`config.mk`:
```
export PLATFORM = sky130hd
export DESIGN_NAME = udp_rx_path
export DESIGN_NICKNAME = d
export VERILOG_FILES = /design/src/rtl/udp_pkg.sv /design/src/rtl/udp_rx_byte_packer.sv /design/src/rtl/udp_rx_path.sv
export SDC_FILE = /design/constraint.sdc
export NUM_CORES = 1
export LEC_CHECK = 0
export CORE_UTILIZATION = 38
export CTS_BUF_LIST = sky130_fd_sc_hd__clkbuf_8
export DETAILED_ROUTE_END_ITERATION = 10
export DONT_BUFFER_PORTS = 1
export PLACE_DENSITY_LB_ADDON = 0.25
export SLEW_MARGIN = 20
export SYNTH_ARGS = -nofsm -noshare
export SYNTH_HDL_FRONTEND = slang
export SYNTH_HIERARCHICAL = 1
export SYNTH_SLANG_ARGS = --single-unit
export TNS_END_PERCENT = 50
```
`constraint.sdc`:
```
create_clock -name clk -period 3.29 [get_ports clk]
set_input_delay 0.329 -clock clk [delete_from_list [all_inputs] [get_ports clk]]
set_output_delay 0.329 -clock clk [all_outputs]
set_load 0.005 [all_outputs]
```
`src/rtl/udp_pkg.sv`:
```
// udp_pkg: shared UDP path definitions (FSM encoding, header size).
// Used by both the receive and transmit UDP paths.
package udp_pkg;

    typedef enum logic [1:0] {
        IDLE    = 2'd0,
        PAYLOAD = 2'd1,
        DROP    = 2'd2
    } udp_state_e;

    localparam int unsigned UDP_HDR_BYTES = 8;

endpackage

```
`src/rtl/udp_rx_byte_packer.sv`:
```
// udp_rx_byte_packer: packs a byte stream MSB-first into DATA_W words.
// Ports: i_valid/i_data/i_last/i_user byte in, o_* registered word out.
module udp_rx_byte_packer #(
    parameter  int DATA_W = 64,
    localparam int KEEP_W = DATA_W / 8,
    localparam int IDX_W  = $clog2(KEEP_W)
) (
    input  logic              clk,
    input  logic              rst_n,
    input  logic              i_clear,
    input  logic              i_valid,
    input  logic [7:0]        i_data,
    input  logic              i_last,
    input  logic              i_user,
    input  logic              i_ready,
    output logic [DATA_W-1:0] o_data,
    output logic [KEEP_W-1:0] o_keep,
    output logic              o_valid,
    output logic              o_last,
    output logic              o_user
);

    logic [DATA_W-1:0] r_acc;
    logic [IDX_W-1:0]  r_idx;
    logic [DATA_W-1:0] r_data;
    logic [KEEP_W-1:0] r_keep;
    logic              r_valid;
    logic              r_last;
    logic              r_user;

    logic [DATA_W-1:0] w_acc;
    logic [KEEP_W-1:0] w_keep;
    logic [IDX_W:0]    w_nlanes;
    logic              w_full;
    logic              w_load;

    always_comb begin
        w_acc = r_acc;
        for (int i = 0; i < KEEP_W; i++) begin
            if (r_idx == IDX_W'(i)) begin
                w_acc[DATA_W-1-8*i -: 8] = i_data;
            end
        end
    end

    // Lanes 0..r_idx valid, lane 0 at the MSB end.
    assign w_nlanes = {1'b0, r_idx} + 1'b1;
    assign w_keep   = ~({KEEP_W{1'b1}} >> w_nlanes);
    assign w_full   = (r_idx == IDX_W'(KEEP_W - 1));
    assign w_load   = i_valid && (w_full || i_last);

    always_ff @(posedge clk or negedge rst_n) begin
        if (!rst_n) begin
            r_acc   <= '0;
            r_idx   <= '0;
            r_data  <= '0;
            r_keep  <= '0;
            r_valid <= 1'b0;
            r_last  <= 1'b0;
            r_user  <= 1'b0;
        end else begin
            if (i_clear) begin
                r_acc <= '0;
                r_idx <= '0;
            end else if (i_valid) begin
                // Clearing on load keeps unused lanes of the next word zero.
                if (w_load) begin
                    r_acc <= '0;
                    r_idx <= '0;
                end else begin
                    r_acc <= w_acc;
                    r_idx <= r_idx + 1'b1;
                end
            end
            if (w_load) begin
                r_valid <= 1'b1;
                r_data  <= w_acc;
                r_keep  <= w_keep;
                r_last  <= i_last;
                r_user  <= i_user;
            end else if (i_ready) begin
                r_valid <= 1'b0;
            end
        end
    end

    assign o_data  = r_data;
    assign o_keep  = r_keep;
    assign o_valid = r_valid;
    assign o_last  = r_last;
    assign o_user  = r_user;

endmodule

```
`src/rtl/udp_rx_path.sv`:
```
// udp_rx_path: filters UDP packets on local IP/port, packs payload to words.
// Ports: rx_udp_hdr_* / rx_udp_payload_axis_* in, dout_* out, drop_count.
module udp_rx_path
    import udp_pkg::*;
#(
    parameter  int DATA_W = 64,
    localparam int KEEP_W = DATA_W / 8
) (
    input  logic              clk,
    input  logic              rst_n,
    input  logic              rx_udp_hdr_valid,
    output logic              rx_udp_hdr_ready,
    input  logic [31:0]       rx_udp_ip_dest_ip,
    input  logic [15:0]       rx_udp_dest_port,
    input  logic [15:0]       rx_udp_length,
    input  logic [7:0]        rx_udp_payload_axis_tdata,
    input  logic              rx_udp_payload_axis_tvalid,
    output logic              rx_udp_payload_axis_tready,
    input  logic              rx_udp_payload_axis_tlast,
    input  logic              rx_udp_payload_axis_tuser,
    input  logic [31:0]       local_ip,
    input  logic [15:0]       local_port,
    output logic [DATA_W-1:0] dout_data,
    output logic [KEEP_W-1:0] dout_keep,
    output logic              dout_valid,
    input  logic              dout_ready,
    output logic              dout_last,
    output logic              dout_user,
    output logic [15:0]       drop_count
);

    udp_state_e  r_state;
    udp_state_e  w_state_nxt;
    logic        r_hdr_ready;
    logic [15:0] r_exp_len;
    logic [15:0] r_rx_count;
    logic [15:0] r_drop_count;

    logic        w_hdr_fire;
    logic        w_match;
    logic        w_tready;
    logic        w_beat;
    logic        w_pkt_beat;
    logic        w_drop_last;
    logic [15:0] w_rx_cnt_nxt;
    logic        w_user;
    logic        w_last_pend_nxt;

    assign w_match = (rx_udp_ip_dest_ip == local_ip) &&
                     (rx_udp_dest_port == local_port);
    assign w_hdr_fire = (r_state == IDLE) && r_hdr_ready &&
                        rx_udp_hdr_valid;

    always_comb begin
        w_state_nxt = r_state;
        w_tready    = 1'b0;
        unique case (r_state)
            IDLE: begin
                if (w_hdr_fire) begin
                    w_state_nxt = w_match ? PAYLOAD : DROP;
                end
            end
            PAYLOAD: begin
                w_tready = !dout_valid || dout_ready;
                if (rx_udp_payload_axis_tvalid && w_tready &&
                    rx_udp_payload_axis_tlast) begin
                    w_state_nxt = IDLE;
                end
            end
            DROP: begin
                w_tready = 1'b1;
                if (rx_udp_payload_axis_tvalid &&
                    rx_udp_payload_axis_tlast) begin
                    w_state_nxt = IDLE;
                end
            end
            default: w_state_nxt = IDLE;
        endcase
    end

    assign w_beat       = rx_udp_payload_axis_tvalid && w_tready;
    assign w_pkt_beat   = w_beat && (r_state == PAYLOAD);
    assign w_drop_last  = w_beat && (r_state == DROP) &&
                          rx_udp_payload_axis_tlast;
    assign w_rx_cnt_nxt = r_rx_count + 16'd1;
    assign w_user       = rx_udp_payload_axis_tlast &&
                          (rx_udp_payload_axis_tuser ||
                           (w_rx_cnt_nxt != r_exp_len));

    // A last word is still owed downstream after this edge.
    assign w_last_pend_nxt = (w_pkt_beat && rx_udp_payload_axis_tlast) ||
                             (dout_valid && dout_last && !dout_ready);

    always_ff @(posedge clk or negedge rst_n) begin
        if (!rst_n) begin
            r_state      <= IDLE;
            r_hdr_ready  <= 1'b0;
            r_exp_len    <= '0;
            r_rx_count   <= '0;
            r_drop_count <= '0;
        end else begin
            r_state     <= w_state_nxt;
            r_hdr_ready <= (w_state_nxt == IDLE) && !w_last_pend_nxt;
            if (w_hdr_fire && w_match) begin
                // Lengths below the header size wrap on purpose.
                r_exp_len  <= rx_udp_length - 16'(UDP_HDR_BYTES);
                r_rx_count <= '0;
            end else if (w_pkt_beat) begin
                r_rx_count <= w_rx_cnt_nxt;
            end
            if (w_drop_last && (r_drop_count != 16'hFFFF)) begin
                r_drop_count <= r_drop_count + 16'd1;
            end
        end
    end

    udp_rx_byte_packer #(
        .DATA_W (DATA_W)
    ) u_packer (
        .clk     (clk),
        .rst_n   (rst_n),
        .i_clear (w_hdr_fire && w_match),
        .i_valid (w_pkt_beat),
        .i_data  (rx_udp_payload_axis_tdata),
        .i_last  (rx_udp_payload_axis_tlast),
        .i_user  (w_user),
        .i_ready (dout_ready),
        .o_data  (dout_data),
        .o_keep  (dout_keep),
        .o_valid (dout_valid),
        .o_last  (dout_last),
        .o_user  (dout_user)
    );

    assign rx_udp_hdr_ready           = r_hdr_ready;
    assign rx_udp_payload_axis_tready = w_tready;
    assign drop_count                 = r_drop_count;

endmodule

```
==> impl_results.md <==
* Total Die Area at 0.0264 mm2
* Post-DP Area at 0.0101 mm2
* Mapped cell area at 0.00977 mm2
* Fraction of layout cells with a size suffix above 1 at 0.0811
* Count of vias placed by the detailed router at 6747
* Crit path DAT at 2.89 ns
* Synthesized flop and latch total at 193
* Horizontal extent of the die at 162 um
* Slowest-stage cell, CP: sky130_fd_sc_hd__dfrtp_1
* Detailed-route wire length at 25100 um
* Met3 track demand over resource at 0.0497
* Instance count after placement with tap cells included at 1198
* Post-CTS Setup Inserts at 0
* Minimum clock period at 2.53 ns
* Failing checks: negative hold slack
* # clock sinks at 193
* Final setup violation count at 0
* Number of buffers added to fix hold violations after cts at 13
* Layout Cells excl Fill at 1243
* Number of buffers created by CTS at 17
* HPWL Detailed at 16500 um
* Number of DRC violations after detailed routing at 0
* Placer Congestion at 0.873
* Mean Syn Cell Area at 10.8 um2
* TritonCTS clock tree: built
* Slew Limit Headroom at 0.470
* Number of buffers added on ports at 0
* Row Count at 58
* Total negative slack for setup checks at 0 ns
* Series of cell instances along the critical path: inv_1, ha_1, nand3_1, nor4_1, nand4_1, nor4_4, buf_4, mux2_2
* Boundary Pins at 220
* Dominant cells by area after synthesis: sky130_fd_sc_hd__dfrtp_1 49%, sky130_fd_sc_hd__mux2i_1 6.9%, sky130_fd_sc_hd__xor2_1 6.5%
* Required @ worst endpoint at 3.65 ns
* Pre-antenna DRT Iters at 5
* Critical path fanouts, max at 32
* Kind of start point of the critical path: flip-flop
* Synth Area in Compound Gates at 0.124
* First-pass GRT wire length at 39200 um
* Post-synthesis net count at 1046
* Final routed wire length divided by cell count at 20.2 um
* Most instantiated library cell after synthesis: sky130_fd_sc_hd__dfrtp_1
* Cell family with the largest share of critical-path delay: simple AND/OR/NAND/NOR gates
* EDFF count, synth at 0
* Vias in the first global route at 6646
* Type of the worst min-delay path: in2async
* Clock Skews at 0.0152 ns
* Worst hold slack at -0.440 ns
* Average via count per standard cell at 5.43
* Number of H-tree levels at 4
* Count of routing violations after the opening detailed-route iteration at 458
* Total congestion overflow after global routing at 0
* Grt peak-use layer: met2
* Biggest area consumer among synthesized cells: sky130_fd_sc_hd__dfrtp_1
* Post-synthesis instance total at 905
* Number of antenna violations at the first check in global routing at 0
* Distinct cell type count after synthesis at 64
* Total design power at 4.41 mW
* Measured slew at the worst slew-check pin at 0.794 ns
* Hold Fails Final Rpt at 193
* Most instantiated cells after synthesis: 193 x sky130_fd_sc_hd__dfrtp_1, 108 x sky130_fd_sc_hd__nand2_1, 77 x sky130_fd_sc_hd__o21ai_0, 73 x sky130_fd_sc_hd__xor2_1, 67 x sky130_fd_sc_hd__mux2i_1
* Synthesis-to-finish area growth at 8.77%
* Clock tree root driver cell: sky130_fd_sc_hd__clkbuf_8
* Post-synthesis share of cell area spent on and, or, nand and nor gates at 0.148
* Adder-Cell Fraction of Synth Area at 0.0179
* Timing-limited maximum frequency at 395 MHz
* NumNets Final at 1041
* Synth top area share at 0.494
* Unrepaired setup endpoints after global routing: false
* CTS max path bufs at 2
* Max Cap Violations at 0
* All-Layer GR Usage at 0.195
* Clk Latency, worst-skew pair at 0.47 ns
* Static leakage at 4.94 nW
* Sequential fraction of the synthesis area at 0.494
* Die boundary height at 162 um
* Worst IR Drop VDD at 0.210 mV
* Finished layout cell area at 0.0106 mm2
* Yosys warning total at 6
* Placeable core region at 0.0252 mm2
* Main combinational cell family by area after synthesis: simple AND/OR/NAND/NOR gates
* Post-cts sizing count at 0
* Pwr Density at 415 mW/mm2
* Most frequently used flop master after synthesis: sky130_fd_sc_hd__dfrtp_1
* Filler Cells Inserted at 2391
* Met1 Track Usage GR at 0.275
* Routed Antenna Nets at 0
* Met2 Track Usage GR at 0.299
* Clock-pin slew of the registers on the worst-case setup and hold paths at 0.11 ns
* Setup crit end kind: flip-flop
* Effective utilization at floorplan at 0.388
* Antenna cells at 0
* Final Slew Violations at 0
* Worst path max stage delay at 0.44 ns
* Status: finished, violations left
* Classification of the worst setup path: reg2reg
* Pin count of the biggest net entering global routing at 194
* Share of the synthesized netlist area taken by xor and xnor gates at 0.0932
* Portion of netlist area occupied by mux cells at 0.0936
* Total buffers and inverters traversed by the critical path at 2
* Fraction of synthesis flops using an asynchronous set or reset pin at 1.00
* Ratio of final minimum period to clock period at 0.769
-- registers in the layout, summed over array words and instances (netlist names) --
signal,cells
u_packer/o_valid,1
u_packer/o_last,1
r_rx_count,16
u_packer/o_user,1
r_state,2
u_packer/o_keep,8
u_packer/r_acc,64
rx_udp_hdr_ready,1
u_packer/o_data,64
drop_count,16
u_packer/r_idx,3
r_exp_len,16
-- metrics by stage --
| stage | setup WS [ns] | utilization |
|---|---|---|
| 2_1_floorplan | 0.296 | - |
| 3_3_place_gp | 0.454 | 0.400 |
| 3_5_place_dp | 0.393 | 0.400 |
| 4_1_cts | 0.740 | 0.422 |
| 5_1_grt | 0.527 | 0.422 |
| 6_report | 0.759 | 0.422 |
-- worst paths after layout --
check | endpoint | cells past startpoint | from | slack [ns]
hold reg to reg | u_packer/r_acc[3]$_DFFE_PN0P_ | 1 | u_packer/r_acc[3]$_DFFE_PN0P_ | 0.49
setup / recovery | r_exp_len[5]$_DFFE_PN0N_ | 8 | r_state[1]$_DFF_PN0_ | 0.76
hold / removal | drop_count[3]$_DFFE_PN0P_ | 0 | rst_n | -0.44
max in group asynchronous | u_packer/r_acc[3]$_DFFE_PN0P_ | 0 | rst_n | 3.38
min in group clk | u_packer/o_data[22]$_DFFE_PN0P_ | 2 | rx_udp_payload_axis_tdata[6] | 0.06
setup reg to reg | r_exp_len[5]$_DFFE_PN0N_ | 8 | r_state[1]$_DFF_PN0_ | 0.76
-- routing by layer --
layer | part of all wire | vias to the layer above | routed length, um
li1 | - | 3220 | -
met3 | 0.055 | 13 | 1370
met4 | 0.0079 | 0 | 197
met5 | 0 | - | 0
met2 | 0.46 | 145 | 11600
met1 | 0.48 | 3369 | 11900
-- cell usage in the layout (no fill, tap or decap), drive strengths merged, types with 12 or more instances in the layout --
cell type    count
dlygate4sd3     13
o21ai           78
mux2i           67
nor3            12
nand3           14
ha              14
inv             26
clkbuf          18
xor2            73
nand4           22
and2            13
xnor2           31
nor2            37
dfrtp          193
nand2          108
mux2            18
nor4            21
a22o            57
-- area by class of cell --
cell class	instances	area, um2	area share
flip-flops and latches	193	4830	0.454
multi-input cells	648	4680	0.440
well taps	330	413	0.0388
clock buffers	18	248	0.0233
repair buffers	21	215	0.0202
clock inverters	14	171	0.0161
inverters	19	71.3	0.00671
-- power by group --
group | leakage [nW] | internal (mW) | total, mW | switching [mW]
sequential | 2.66 | 2.41 | 2.47 | 0.0619
clock | 0.208 | 0.725 | 1.64 | 0.920
combinational | 2.08 | 0.133 | 0.295 | 0.162
-- kinds of logic after synthesis --
logic type	count (synthesis)
adder cells (fa/ha/maj)	14
XOR/XNOR	104
AO/OA/AOI/OAI	175
multiplexers	85
buffers and inverters	64
AND/OR/NAND/NOR	270
flip-flops	193
Note: power is estimated with default switching activity, not from simulation.
